[config.mk]
export PLATFORM = sky130hd
export DESIGN_NAME = button_debouncer_array_flat
export DESIGN_NICKNAME = d
export VERILOG_FILES = /design/src/rtl/button_debouncer_array_pkg.sv /design/src/rtl/button_debouncer_array_if.sv /design/src/rtl/button_debouncer_array_debounce_channel.sv /design/src/rtl/button_debouncer_array.sv /design/src/flat_wrapper.sv
export SDC_FILE = /design/constraint.sdc
export NUM_CORES = 1
export LEC_CHECK = 0
export CORE_MARGIN = 3
export CORE_UTILIZATION = 35
export DETAILED_ROUTE_END_ITERATION = 10
export HOLD_SLACK_MARGIN = 0.06
export SETUP_SLACK_MARGIN = 0.1
export SLEW_MARGIN = 0
export SYNTH_ARGS = -nofsm -noshare
export SYNTH_HDL_FRONTEND = slang
export SYNTH_SLANG_ARGS = --single-unit
[constraint.sdc]
create_clock -name clk -period 4 [get_ports clk]
set_clock_uncertainty 0.05 [all_clocks]
set_input_delay 0.8 -clock clk [delete_from_list [all_inputs] [get_ports clk]]
set_output_delay 0.8 -clock clk [all_outputs]
set_load 0.01 [all_outputs]
[src/rtl/button_debouncer_array_pkg.sv]
// Shared types and default cycle counts for the button debouncer array.
package btn_debounce_pkg;

  typedef enum logic [1:0] {
    BTN_IDLE    = 2'd0,
    BTN_PRESSED = 2'd1,
    BTN_HELD    = 2'd2
  } btn_state_e;

  localparam int unsigned CLK_FREQ_HZ  = 100_000_000;
  localparam int unsigned DEB_20MS     = CLK_FREQ_HZ / 50;
  localparam int unsigned LONG_1S      = CLK_FREQ_HZ;
  localparam int unsigned REPEAT_200MS = CLK_FREQ_HZ / 5;

  // Counter width able to hold 0..n-1, never narrower than one bit.
  function automatic int cnt_width(input int unsigned n);
    return (n <= 2) ? 1 : $clog2(n);
  endfunction

  // Hold counter doubles as the repeat counter when auto-repeat is built in.
  function automatic int hold_width(input int unsigned long_cycles,
                                    input int unsigned repeat_cycles,
                                    input bit          repeat_en);
    int unsigned span;
    span = (repeat_en && repeat_cycles > long_cycles) ? repeat_cycles : long_cycles;
    return cnt_width(span);
  endfunction

endpackage

[src/rtl/button_debouncer_array_if.sv]
// Button pins in, debounced levels and event pulses out.
interface button_debouncer_array_if #(
  parameter int NUM_BTNS = 5
) ();
  logic [NUM_BTNS-1:0] btn_in;
  logic [NUM_BTNS-1:0] btn_level;
  logic [NUM_BTNS-1:0] press_pulse;
  logic [NUM_BTNS-1:0] release_pulse;
  logic [NUM_BTNS-1:0] long_pulse;
  logic                any_pressed;

  modport master (
    output btn_in,
    input  btn_level, press_pulse, release_pulse, long_pulse, any_pressed
  );

  modport slave (
    input  btn_in,
    output btn_level, press_pulse, release_pulse, long_pulse, any_pressed
  );
endinterface

[src/rtl/button_debouncer_array_debounce_channel.sv]
// One button channel: 2-FF synchroniser, debounce counter, press/hold FSM.
// Auto-repeat in HELD is built only with BUTTON_DEBOUNCER_AUTOREPEAT_EN.
module debounce_channel
  import btn_debounce_pkg::*;
#(
  parameter int unsigned DEBOUNCE_CYCLES = DEB_20MS,
  parameter int unsigned LONG_CYCLES     = LONG_1S,
  parameter int unsigned REPEAT_CYCLES   = REPEAT_200MS,
  parameter logic        ACTIVE_LOW      = 1'b0
) (
  input  logic clk,
  input  logic reset,
  input  logic btn_raw,
  output logic btn_level_o,
  output logic level_next_o,
  output logic press_pulse_o,
  output logic release_pulse_o,
  output logic long_pulse_o
);

`ifdef BUTTON_DEBOUNCER_AUTOREPEAT_EN
  localparam bit REPEAT_EN = 1'b1;
`else
  localparam bit REPEAT_EN = 1'b0;
`endif

  localparam int DW = cnt_width(DEBOUNCE_CYCLES);
  localparam int HW = hold_width(LONG_CYCLES, REPEAT_CYCLES, REPEAT_EN);
  localparam logic [DW-1:0] DEB_LAST  = DW'(DEBOUNCE_CYCLES - 1);
  localparam logic [HW-1:0] LONG_LAST = HW'(LONG_CYCLES - 1);
`ifdef BUTTON_DEBOUNCER_AUTOREPEAT_EN
  localparam logic [HW-1:0] REP_LAST  = HW'(REPEAT_CYCLES - 1);
`endif

  logic          sync0_q, sync0_d;
  logic          sync1_q, sync1_d;
  logic [DW-1:0] deb_cnt_q, deb_cnt_d;
  logic          level_q, level_d;
  btn_state_e    state_q, state_d;
  logic [HW-1:0] hold_cnt_q, hold_cnt_d;
  logic          press_q, press_d;
  logic          release_q, release_d;
  logic          long_q, long_d;
  logic          rise, fall;

  always_comb begin
    sync0_d   = btn_raw ^ ACTIVE_LOW;
    sync1_d   = sync0_q;
    level_d   = level_q;
    deb_cnt_d = '0;
    // Any sample agreeing with the accepted level restarts qualification.
    if (sync1_q != level_q) begin
      if (deb_cnt_q == DEB_LAST) begin
        level_d = sync1_q;
      end else begin
        deb_cnt_d = deb_cnt_q + 1'b1;
      end
    end
    rise = level_d & ~level_q;
    fall = ~level_d & level_q;

    state_d    = state_q;
    hold_cnt_d = hold_cnt_q;
    press_d    = 1'b0;
    release_d  = 1'b0;
    long_d     = 1'b0;
    case (state_q)
      BTN_IDLE: begin
        if (rise) begin
          state_d    = BTN_PRESSED;
          press_d    = 1'b1;
          hold_cnt_d = '0;
        end
      end
      BTN_PRESSED: begin
        // A fall on the threshold cycle takes priority over the long press.
        if (fall) begin
          state_d   = BTN_IDLE;
          release_d = 1'b1;
        end else if (hold_cnt_q == LONG_LAST) begin
          state_d    = BTN_HELD;
          long_d     = 1'b1;
          hold_cnt_d = '0;
        end else begin
          hold_cnt_d = hold_cnt_q + 1'b1;
        end
      end
      BTN_HELD: begin
        if (fall) begin
          state_d   = BTN_IDLE;
          release_d = 1'b1;
        end
`ifdef BUTTON_DEBOUNCER_AUTOREPEAT_EN
        else if (hold_cnt_q == REP_LAST) begin
          long_d     = 1'b1;
          hold_cnt_d = '0;
        end else begin
          hold_cnt_d = hold_cnt_q + 1'b1;
        end
`endif
      end
      default: begin
        state_d = BTN_IDLE;
      end
    endcase
  end

  always_ff @(posedge clk) begin
    if (reset) begin
      sync0_q    <= 1'b0;
      sync1_q    <= 1'b0;
      deb_cnt_q  <= '0;
      level_q    <= 1'b0;
      state_q    <= BTN_IDLE;
      hold_cnt_q <= '0;
      press_q    <= 1'b0;
      release_q  <= 1'b0;
      long_q     <= 1'b0;
    end else begin
      sync0_q    <= sync0_d;
      sync1_q    <= sync1_d;
      deb_cnt_q  <= deb_cnt_d;
      level_q    <= level_d;
      state_q    <= state_d;
      hold_cnt_q <= hold_cnt_d;
      press_q    <= press_d;
      release_q  <= release_d;
      long_q     <= long_d;
    end
  end

  // During reset the next level is forced low so any_pressed clears with the rest.
  assign level_next_o    = reset ? 1'b0 : level_d;
  assign btn_level_o     = level_q;
  assign press_pulse_o   = press_q;
  assign release_pulse_o = release_q;
  assign long_pulse_o    = long_q;

endmodule

[src/rtl/button_debouncer_array.sv]
// NUM_BTNS independent debounced button channels plus a registered any_pressed.
// Optional auto-repeat of long_pulse: define BUTTON_DEBOUNCER_AUTOREPEAT_EN.
module button_debouncer_array
  import btn_debounce_pkg::*;
#(
  parameter int                  NUM_BTNS        = 5,
  parameter int unsigned         DEBOUNCE_CYCLES = DEB_20MS,
  parameter int unsigned         LONG_CYCLES     = LONG_1S,
  parameter int unsigned         REPEAT_CYCLES   = REPEAT_200MS,
  parameter logic [NUM_BTNS-1:0] ACTIVE_LOW_MASK = {NUM_BTNS{1'b0}}
) (
  input logic                    clk,
  input logic                    reset,
  button_debouncer_array_if.slave bus
);

  logic [NUM_BTNS-1:0] level_next;
  logic [NUM_BTNS-1:0] level;
  logic [NUM_BTNS-1:0] press;
  logic [NUM_BTNS-1:0] release_evt;
  logic [NUM_BTNS-1:0] long_evt;
  logic                any_pressed_q, any_pressed_d;

  generate
    for (genvar gi = 0; gi < NUM_BTNS; gi++) begin : g_ch
      debounce_channel #(
        .DEBOUNCE_CYCLES (DEBOUNCE_CYCLES),
        .LONG_CYCLES     (LONG_CYCLES),
        .REPEAT_CYCLES   (REPEAT_CYCLES),
        .ACTIVE_LOW      (ACTIVE_LOW_MASK[gi])
      ) u_ch (
        .clk             (clk),
        .reset           (reset),
        .btn_raw         (bus.btn_in[gi]),
        .btn_level_o     (level[gi]),
        .level_next_o    (level_next[gi]),
        .press_pulse_o   (press[gi]),
        .release_pulse_o (release_evt[gi]),
        .long_pulse_o    (long_evt[gi])
      );
    end
  endgenerate

  always_comb begin
    any_pressed_d = |level_next;
  end

  always_ff @(posedge clk) begin
    if (reset) begin
      any_pressed_q <= 1'b0;
    end else begin
      any_pressed_q <= any_pressed_d;
    end
  end

  assign bus.btn_level     = level;
  assign bus.press_pulse   = press;
  assign bus.release_pulse = release_evt;
  assign bus.long_pulse    = long_evt;
  assign bus.any_pressed   = any_pressed_q;

endmodule

[src/flat_wrapper.sv]
// flat-port wrapper written by rule: the top's interface ports become plain ports
module button_debouncer_array_flat import btn_debounce_pkg::*;
#(
  parameter int                  NUM_BTNS        = 5,
  parameter int unsigned         DEBOUNCE_CYCLES = DEB_20MS,
  parameter int unsigned         LONG_CYCLES     = LONG_1S,
  parameter int unsigned         REPEAT_CYCLES   = REPEAT_200MS,
  parameter logic [NUM_BTNS-1:0] ACTIVE_LOW_MASK = {NUM_BTNS{1'b0}}
)
  (clk, reset, bus_btn_in, bus_btn_level, bus_press_pulse, bus_release_pulse, bus_long_pulse, bus_any_pressed);
  button_debouncer_array_if #(.NUM_BTNS(NUM_BTNS)) bus_i ();
  input logic clk;
  input logic reset;
  input wire logic [$bits(bus_i.btn_in)-1:0] bus_btn_in;
  output wire logic [$bits(bus_i.btn_level)-1:0] bus_btn_level;
  output wire logic [$bits(bus_i.press_pulse)-1:0] bus_press_pulse;
  output wire logic [$bits(bus_i.release_pulse)-1:0] bus_release_pulse;
  output wire logic [$bits(bus_i.long_pulse)-1:0] bus_long_pulse;
  output wire logic [$bits(bus_i.any_pressed)-1:0] bus_any_pressed;
  assign bus_i.btn_in = bus_btn_in;
  assign bus_btn_level = bus_i.btn_level;
  assign bus_press_pulse = bus_i.press_pulse;
  assign bus_release_pulse = bus_i.release_pulse;
  assign bus_long_pulse = bus_i.long_pulse;
  assign bus_any_pressed = bus_i.any_pressed;
  button_debouncer_array #(.NUM_BTNS(NUM_BTNS), .DEBOUNCE_CYCLES(DEBOUNCE_CYCLES), .LONG_CYCLES(LONG_CYCLES), .REPEAT_CYCLES(REPEAT_CYCLES), .ACTIVE_LOW_MASK(ACTIVE_LOW_MASK)) u_core (.clk(clk), .reset(reset), .bus(bus_i));
endmodule
==> impl_metrics.py, run 1 <==
metrics = {
    "final_layout": {
        "drive_gt1_share_pct": 6.17,
        "syn2layout_area_growth_pct": 12.3,
        "nNetsFinal": 1759,
        "antenna_cells": 0,
        "fin_util_pct": 40.3,
    },
    "min_path": {
        "min_from": "u_core.g_ch[3].u_ch.sync0_q",
        "hold_class": "reg -> reg",
        "hold_end": "u_core.g_ch[3].u_ch.sync1_q",
        "whs_path_depth": 1,
    },
    "detailed_routing": {
        "drt_iter0_markers": 1041,
        "vias": 12500,
        "drtPass1Iterations": 5,
        "post_drt_wl_per_cell_microns": 14.8,
        "wirelength_mm": 33.7,
        "drc": 0,
        "viasPerCell": 5.52,
        "antenna_left": 0,
    },
    "yosys": {
        "synth_top_area_share_pct": 39.9,
        "syn-num-nets": 1773,
        "yosysTopAreaCell": "dfxtp_1",
        "synth-async-reset-ratio_pct": 0,
        "synth.distinct_cells": 69,
        "synth_edf_count": 0,
        "synth_cells": 1741,
        "mappedNetlistArea_sq_um": 14100,
        "yosysWarnings": 0,
        "synthTopCellsByCount": "dfxtp_1 (281), nor2_1 (212), nand2_1 (154)",
        "seq_area_frac_synth_pct": 39.9,
        "ys_ff_latch": 281,
        "synth_area_leaders": "dfxtp_1 (40%), nor2_1 (5.6%), nand2_1 (4.1%), nand3_1 (3.8%), xor2_1 (3.5%)",
        "synthFlopType": "dfxtp_1",
        "avgSynthCellArea_sq_um": 8.11,
        "yosys.cell_count.top_type": "dfxtp_1",
    },
    "setup_path": {
        "rr_worst_depth": 6,
        "worst_path_largest_cell_delay_ns": 0.67,
        "endpoint_kind": "register",
        "worstReg2RegEnd": "u_core.g_ch[1].u_ch.hold_cnt_q[21]",
        "startpoint_type": "register",
        "r2r_slack_ns": 0.80,
        "path_class": "reg -> reg",
        "r2r-start": "u_core.g_ch[1].u_ch.deb_cnt_q[7]",
        "crit_required_ns": 4.36,
        "crit_chain": "or4b_1 > or4_4 > or3_1 > o21a_1 > or3b_1 > o41ai_1",
        "crit_family": "simple AND/OR/NAND/NOR gates",
        "crit_buf_inv": 0,
        "slowest_stage": "or3b_1",
        "worstPathMaxFanout": 19,
        "worst_ep_arrival_time_ns": 3.56,
    },
    "placement": {
        "routabilityCongestion": 0.835,
        "post-dp-hpwl_mm": 22.1,
        "io_buffers": 27,
    },
    "status": {
        "status": "complete, no violations",
    },
    "clock_tree": {
        "clock-root-buffer": "clkbuf_16",
        "post_cts_buffers": 0,
        "cts_hold_buf": 0,
        "worst_skew_pair.late_latency_ns": 0.53,
        "clockBufferDepth": 3,
        "cts-resized-gates": 0,
        "htreeDepth": 2,
        "clkTransAtPathRegs_ns": 0.06,
        "cts_tree": "yes",
        "clkSinkCount": 281,
        "cts_buffers": 34,
    },
    "grt": {
        "antenna_found_initial": 0,
        "overflow": 0,
        "grt_pass1_vias": 11800,
        "grt_max_degree": 65,
        "grt_pass1_wl_mm": 57.3,
        "grtUsageTotal_pct": 15.8,
    },
    "sta": {
        "report.final.slew_viol_count": 0,
        "rsz0062_at_grt": "no",
        "fin_crit_ns": 3.20,
        "setup_viol": 0,
        "max_freq_mhz": 312,
        "worst_pin_slew_ns": 1.00,
        "fin_crit_sh_pct": 80.0,
        "relSlewSlack_pct": 32.4,
        "fin_tns_setup_ns": 0,
        "hold_viol": 0,
    },
    "floorplanning": {
        "die_area_sq_um": 42800,
        "die-height_microns": 207,
        "initial_core_util_pct": 35.9,
        "io-pin-count": 28,
        "die_width_microns": 207,
        "core_area_sq_um": 39300,
        "num_rows": 72,
    },
    "power_and_ir_drop": {
        "total_power_mw": 5.89,
        "vdd_ir_drop_max_mv": 0.228,
        "cellPowerDensity_nw_per_um2": 372,
        "p_leak_nw": 5.08,
    },
    "job": {
        "drv_cap": 0,
    },
}
layer usage:
metal	track usage (%)	vias to the layer above	share of wire, %
met5	0	-	0
met4	4.89	0	2.0
met3	2.48	45	4.0
met2	26.2	211	47
met1	21.1	5971	47
li1	-	6302	-
cell usage in the layout (no fill, tap or decap), types with 13 or more instances in the layout:
master           netlist  layout
dfxtp_1              281     281
nor2_1               212     212
nand2_1              154     154
nand3_1              107     107
a21oi_1               90      90
o21ai_0               89      89
xor2_1                57      57
and3_1                47      47
nand4_1               46      46
inv_1                 46      45
nor3_1                44      43
xnor2_1               36      36
o31ai_1               37      36
clkbuf_16              0      35
a31oi_1               34      34
o211ai_1              33      33
nor2b_1               28      28
nor4_1                28      27
clkdlybuf4s50_1        0      26
ha_1                  25      25
buf_4                 20      21
and4_1                16      16
nand2b_1              16      16
and2_1                15      15
or4_1                 14      14
o41ai_1               17      14
or3_1                 13      13
nor3b_1               13      13
cell families after synthesis:
kind of cell / count (synthesis) / share of synthesized area, %
XOR/XNOR: 93 / 5.77
flip-flops: 281 / 39.9
adder cells (fa/ha/maj): 25 / 2.22
buffers and inverters: 144 / 4.50
AND/OR/NAND/NOR: 819 / 30.2
multiplexers: 5 / 0.355
AO/OA/AOI/OAI: 374 / 17.1
layout make-up:
class / count / area [sq um]
clock buffer: 49 / 978
clock inverter: 11 / 86.3
fill: 4012 / 23400
inverter: 46 / 173
multi-input combinational: 1316 / 7900
sequential: 281 / 5630
tap: 518 / 648
timing repair buffer: 48 / 438
worst max-delay path by stage:
stage                                                    end  slack [ns]                             start  cells after the start
after floorplan           u_core.g_ch[1].u_ch.hold_cnt_q[14]        1.15  u_core.g_ch[1].u_ch.deb_cnt_q[7]                      7
after global placement     u_core.g_ch[1].u_ch.hold_cnt_q[6]        0.87  u_core.g_ch[1].u_ch.deb_cnt_q[7]                      6
after detailed placement  u_core.g_ch[1].u_ch.hold_cnt_q[22]        0.81  u_core.g_ch[1].u_ch.deb_cnt_q[7]                      6
after CTS                 u_core.g_ch[1].u_ch.hold_cnt_q[22]        0.77  u_core.g_ch[1].u_ch.deb_cnt_q[7]                      6
after global routing      u_core.g_ch[1].u_ch.hold_cnt_q[19]        0.58  u_core.g_ch[1].u_ch.deb_cnt_q[7]                      6
final                     u_core.g_ch[1].u_ch.hold_cnt_q[21]        0.80  u_core.g_ch[1].u_ch.deb_cnt_q[7]                      6
flip-flops by register name, indices dropped and copies added (netlist names):
register and flops:
u_core.g_ch.u_ch.state_q 10, u_core.g_ch.u_ch.deb_cnt_q 105, u_core.bus.any_pressed 1, u_core.g_ch.u_ch.btn_level_o 5
u_core.g_ch.u_ch.hold_cnt_q 135, u_core.g_ch.u_ch.sync0_q 5, u_core.g_ch.u_ch.press_pulse_o 5, u_core.g_ch.u_ch.long_pulse_o 5
u_core.g_ch.u_ch.sync1_q 5, u_core.g_ch.u_ch.release_pulse_o 5
report_power, final:
group          internal [mW]  switching (mW)  leakage (nW)
clock network           1.77            1.21         0.528
logic                 0.0307          0.0735          2.28
registers               2.81         0.00579          2.26
worst register-to-register path, cell delays in order (launching register included):
cell and delay [ns]:
dfxtp_1 0.36, or4b_1 0.56, or4_4 0.57, or3_1 0.39
o21a_1 0.13, or3b_1 0.67, o41ai_1 0.35
stage by stage:
step | setup slack, ns | instance area (sq um) | hold slack [ns] | cells
floorplan | 1.15 | 14100 | 0.364 | 1741
global placement | 0.874 | 14800 | 0.383 | 2209
detailed placement | 0.810 | 14800 | 0.382 | 2209
CTS | 0.766 | 15800 | 0.386 | 2269
global route | 0.582 | 15800 | 0.392 | 2269
finish | 0.800 | 15800 | 0.370 | 2269
Note: power is estimated with default switching activity, not from simulation.
==> run 2, diff against run 1 <==
- clock period: 4 -> 3.3 ns (I/O delays scaled with it)
==> impl_metrics.py, run 2 (synthesis results as in run 1) <==
metrics = {
    "setup_path": {
        "crit_required_ns": 3.72,
        "worstPathMaxFanout": 11,
        "worst_path_largest_cell_delay_ns": 0.84,
        "path_class": "reg -> reg",
        "crit_buf_inv": 0,
        "crit_chain": "ha_1 > nand3_1 > or2_2 > or4_1 > a31oi_1 > nand3_1 > a21oi_1",
        "cp_common_cell": "nand3_1",
        "startpoint_type": "register",
        "crit_family": "simple AND/OR/NAND/NOR gates",
        "endpoint_kind": "register",
        "worst_ep_arrival_time_ns": 3.42,
        "slowest_stage": "a31oi_1",
    },
    "sta": {
        "max_freq_mhz": 333,
        "fin_crit_ns": 3.00,
        "relSlewSlack_pct": 16.0,
        "worst_pin_slew_ns": 1.25,
        "rsz0062_at_grt": "no",
        "fin_crit_sh_pct": 90.9,
        "hold_ws_ns": 0.396,
        "setup_viol": 0,
        "hold_viol": 0,
        "fin_tns_setup_ns": 0,
        "report.final.slew_viol_count": 0,
    },
    "floorplanning": {
        "num_rows": 72,
        "initial_core_util_pct": 35.9,
        "core_area_sq_um": 39300,
        "io-pin-count": 28,
        "die-height_microns": 207,
        "die_area_sq_um": 42800,
        "die_width_microns": 207,
    },
    "final_layout": {
        "layout_commonest_cell": "dfxtp_1",
        "syn2layout_area_growth_pct": 13.4,
        "final_cell_mix": "dfxtp_1 (281), nor2_1 (212), nand2_1 (154), nand3_1 (107), a21oi_1 (90)",
        "top_regs": "u_core.g_ch.u_ch.hold_cnt_q: 135 flops, u_core.g_ch.u_ch.deb_cnt_q: 105 flops, u_core.g_ch.u_ch.state_q: 10 flops",
        "regMostFlops": "u_core.g_ch.u_ch.hold_cnt_q",
        "nNetsFinal": 1773,
        "antenna_cells": 0,
        "fin_util_pct": 40.8,
        "drive_gt1_share_pct": 7.03,
        "largest_reg_flops": 135,
    },
    "power_and_ir_drop": {
        "cellPowerDensity_nw_per_um2": 458,
        "p_switching_mw": 1.55,
        "swShare_pct": 21.2,
        "p_int_mw": 5.77,
        "p_leak_nw": 5.18,
        "p_seq_share_pct": 46.5,
        "vdd_ir_drop_max_mv": 0.252,
        "pwr-share-clk_pct": 51.7,
        "combPwrFrac_pct": 1.7,
    },
    "grt": {
        "overflow": 0,
        "grt_pass1_wl_mm": 57.4,
        "grtUsageTotal_pct": 15.7,
        "antenna_found_initial": 0,
        "grt_max_degree": 37,
        "grt_pass1_vias": 12000,
    },
    "clock_tree": {
        "clkTransAtPathRegs_ns": 0.06,
        "cts_tree": "yes",
        "clkSinkCount": 281,
        "htreeDepth": 2,
        "cts_buffers": 34,
        "cts_hold_buf": 0,
        "clock-root-buffer": "clkbuf_16",
        "clockBufferDepth": 3,
        "worst_skew_pair.late_latency_ns": 0.54,
    },
    "detailed_routing": {
        "drt_iter0_markers": 839,
        "drc": 0,
        "vias": 12600,
        "post_drt_wl_per_cell_microns": 14.6,
        "drtPass1Iterations": 5,
        "antenna_left": 0,
        "viasPerCell": 5.52,
        "wirelength_mm": 33.4,
    },
    "job": {
        "drv_cap": 0,
    },
    "min_path": {
        "hold_class": "reg -> reg",
    },
    "status": {
        "status": "complete, no violations",
    },
    "placement": {
        "io_buffers": 27,
        "routabilityCongestion": 0.811,
        "post-dp-hpwl_mm": 22.3,
    },
}
[run 2: path summary, 6_finish.rpt]
kind	from	end	slack, ns	depth (start not counted)
setup / recovery	u_core.g_ch[0].u_ch.deb_cnt_q[0]	u_core.g_ch[0].u_ch.hold_cnt_q[9]	0.30	7
hold / removal	u_core.g_ch[1].u_ch.sync0_q	u_core.g_ch[1].u_ch.sync1_q	0.40	1
setup reg to reg	u_core.g_ch[0].u_ch.deb_cnt_q[0]	u_core.g_ch[0].u_ch.hold_cnt_q[9]	0.30	7
hold reg to reg	u_core.g_ch[1].u_ch.sync0_q	u_core.g_ch[1].u_ch.sync1_q	0.40	1
[run 2: power groups by stage]
stage	logic [mW]	registers, mW	clock network [mW]
2_1_floorplan	0.0841	3.48	0
3_3_place_gp	0.126	3.48	0
3_5_place_dp	0.127	3.48	0
4_1_cts	0.127	3.41	3.93
5_1_grt	0.140	3.41	4.04
6_report	0.126	3.41	3.79
[run 2: stage by stage]
step                      area [sq um]  worst slack [ns]  total power, mW  instances
final                            16000             0.300             7.33       2282
after global routing             16000             0.117             7.59       2282
after CTS                        16000             0.211             7.47       2282
after global placement           14900             0.246             3.61       2223
after floorplan                  14100             0.447             3.57       1741
after detailed placement         14900             0.220             3.61       2223
[run 2: final cells by class]
type                            instances  area [sq um]
Clock buffer                           49           998
Clock inverter                         10           133
Fill cell                            4005         23300
Inverter                               46           173
Multi-Input combinational cell       1316          7900
Sequential cell                       281          5630
Tap cell                              518           648
Timing Repair Buffer                   62           531
[run 2: layer usage]
metal / global-route usage (%) / up-vias / share of wire, %
met4: 5.10 / 0 / 2.1
met5: 0 / - / 0
met2: 26.8 / 191 / 47
met3: 3.29 / 50 / 3.8
met1: 20.0 / 6033 / 47
li1: - / 6330 / -
[run 2: repair_timing]
| item | in CTS | in global routing |
|---|---|---|
| gates resized for setup | 0 | 1 |
| buffers inserted | 0 | 0 |
| endpoints found under the setup margin | 0 | 2 |
[run 2: worst reg2reg max path, delay by kind of cell (launching register included)]
family | cells | cell delay, ns
and+or+nand+nor | 4 | 1.30
AOI/OAI and AO/OA | 2 | 1.02
adders and majority gates | 1 | 0.20
DFF | 1 | 0.37
==> run 3, diff against run 2 <==
- HOLD_SLACK_MARGIN: 0.06 -> 0.12
- clock period: 3.3 -> 2.8 ns (I/O delays scaled with it)
==> impl_metrics.py, run 3 (synthesis results as in run 1) <==
metrics = {
    "floorplanning": {
        "die_width_microns": 207,
        "initial_core_util_pct": 35.9,
        "die_area_sq_um": 42800,
        "io-pin-count": 28,
        "die-height_microns": 207,
        "num_rows": 72,
        "core_area_sq_um": 39300,
    },
    "setup_path": {
        "slowest_stage": "or4_4",
        "crit_chain": "or4b_1 > or4_4 > or3_4 > o21a_1 > or3b_4 > clkbuf_16 > o41ai_2",
        "worst_path_largest_cell_delay_ns": 0.56,
        "startpoint_type": "register",
        "endpoint_kind": "register",
        "path_class": "reg -> reg",
        "crit_required_ns": 3.22,
        "worstPathMaxFanout": 9,
        "worst_ep_arrival_time_ns": 3.28,
    },
    "sta": {
        "report.final.slew_viol_count": 0,
        "worst_slack_ns": -0.0675,
        "fin_crit_sh_pct": 102,
        "rsz0062_at_grt": "yes",
        "fin_crit_ns": 2.87,
        "worst_pin_slew_ns": 0.688,
        "max_freq_mhz": 349,
        "hold_viol": 0,
        "setup_viol": 16,
        "relSlewSlack_pct": 53.8,
    },
    "power_and_ir_drop": {
        "vdd_ir_drop_max_mv": 0.471,
        "cellPowerDensity_nw_per_um2": 519,
        "total_power_mw": 8.72,
        "p_leak_nw": 5.62,
    },
    "grt": {
        "grt_pass1_wl_mm": 57.3,
        "grt_max_degree": 28,
        "grtUsageMet2_pct": 26.1,
        "top_usage_layer": "met2",
        "met3_usage_pct": 2.41,
        "grtUsageTotal_pct": 15.6,
        "grt_pass1_vias": 12000,
        "overflow": 0,
        "grt_use_met1_pct": 20.9,
        "antenna_found_initial": 0,
    },
    "final_layout": {
        "regMostFlops": "u_core.g_ch.u_ch.hold_cnt_q",
        "nNetsFinal": 1827,
        "syn2layout_area_growth_pct": 19.1,
        "top_regs": "u_core.g_ch.u_ch.hold_cnt_q: 135 flops, u_core.g_ch.u_ch.deb_cnt_q: 105 flops, u_core.g_ch.u_ch.state_q: 10 flops",
        "antenna_cells": 0,
        "fin_area_sq_um": 16800,
        "largest_reg_flops": 135,
        "drive_gt1_share_pct": 12.4,
        "layout_commonest_cell": "dfxtp_1",
        "final_cell_mix": "dfxtp_1 (279), nor2_1 (211), nand2_1 (153), nand3_1 (106), a21oi_1 (87)",
        "fillers": 3900,
    },
    "detailed_routing": {
        "antenna_left": 0,
        "viasPerCell": 5.49,
        "drtPass1Iterations": 5,
        "vias": 12800,
        "drc": 0,
        "post_drt_wl_per_cell_microns": 14.7,
        "wirelength_mm": 34.3,
        "drt_iter0_markers": 803,
    },
    "status": {
        "status": "finished, violations left",
        "violations": "setup timing",
    },
    "clock_tree": {
        "cts_buffers": 31,
        "cts_hold_buf": 0,
        "htreeDepth": 1,
        "worst_skew_pair.late_latency_ns": 0.58,
        "clock-root-buffer": "clkbuf_16",
        "cts_tree": "yes",
        "clkSinkCount": 281,
        "clockBufferDepth": 3,
        "clkTransAtPathRegs_ns": 0.06,
    },
    "placement": {
        "post-dp-hpwl_mm": 22.8,
        "dpl_worst_slack_ns": -0.0972,
        "routabilityCongestion": 0.839,
        "placed_area_sq_um": 15300,
        "io_buffers": 27,
    },
    "min_path": {
        "hold_class": "in -> reg",
    },
    "job": {
        "drv_cap": 0,
    },
}
==> run 3: what timing repair did <==
| action | in CTS | in global routing |
|---|---|---|
| setup buffers | 2 | 1 |
| pin swaps | 4 | 6 |
| resized for setup | 14 | 37 |
| endpoints found under the setup margin | 37 | 61 |
| gates cloned | 0 | 2 |
==> run 3: report_power, final <==
part / switching [mW] / internal, mW
logic: 0.108 / 0.0497
clock network: 1.72 / 2.83
registers: 0.00895 / 4.01
total: 1.83 / 6.89
==> run 3: area by class of cell <==
cell class / count / area (sq um) / area share (%)
Clock buffer: 35 / 821 / 4.88
Clock inverter: 22 / 320 / 1.91
Inverter: 46 / 173 / 1.03
Multi-Input combinational cell: 1316 / 8160 / 48.5
Sequential cell: 281 / 5630 / 33.5
Tap cell: 518 / 648 / 3.86
Timing Repair Buffer: 119 / 1060 / 6.30
==> run 3: through the flow <==
| stage | cells | utilization, % | TNS, ns | hold WS [ns] |
|---|---|---|---|---|
| 6_report | 2337 | 42.8 | -0.504 | 0.238 |
| 5_1_grt | 2337 | 42.8 | -1.62 | 0.224 |
| 4_1_cts | 2334 | 42.2 | -0.629 | 0.208 |
| 3_5_place_dp | 2275 | 39.0 | -0.964 | 0.377 |
| 3_3_place_gp | 2275 | 39.0 | -0.223 | 0.375 |
| 2_1_floorplan | 1741 | - | -0.0940 | 0.364 |
==> run 3: critical path: cells and delay by family, from the launching register on <==
family | cells | cell delay (ns)
simple gates | 4 | 1.90
compound gates | 2 | 0.31
buf+inv | 1 | 0.19
flops | 1 | 0.30
==> run 3: path summary, 6_finish.rpt <==
| check | depth (start not counted) | start | slack, ns | to |
|---|---|---|---|---|
| setup / recovery | 7 | u_core.g_ch[1].u_ch.deb_cnt_q[7] | -0.07 | u_core.g_ch[1].u_ch.hold_cnt_q[23] |
| hold / removal | 2 | reset | 0.24 | u_core.g_ch[0].u_ch.hold_cnt_q[12] |
| setup reg to reg | 7 | u_core.g_ch[1].u_ch.deb_cnt_q[7] | -0.07 | u_core.g_ch[1].u_ch.hold_cnt_q[23] |
| hold reg to reg | 1 | u_core.g_ch[1].u_ch.sync0_q | 0.37 | u_core.g_ch[1].u_ch.sync1_q |
==> run 3: layer usage <==
layer  part of all wire [%]  vias to the layer above  wire [microns]
met3                    4.0                       54            1350
met1                     48                     6109           16300
li1                       -                     6436               -
met4                    2.3                        0             788
met2                     46                      225           15800
met5                      0                        -               0
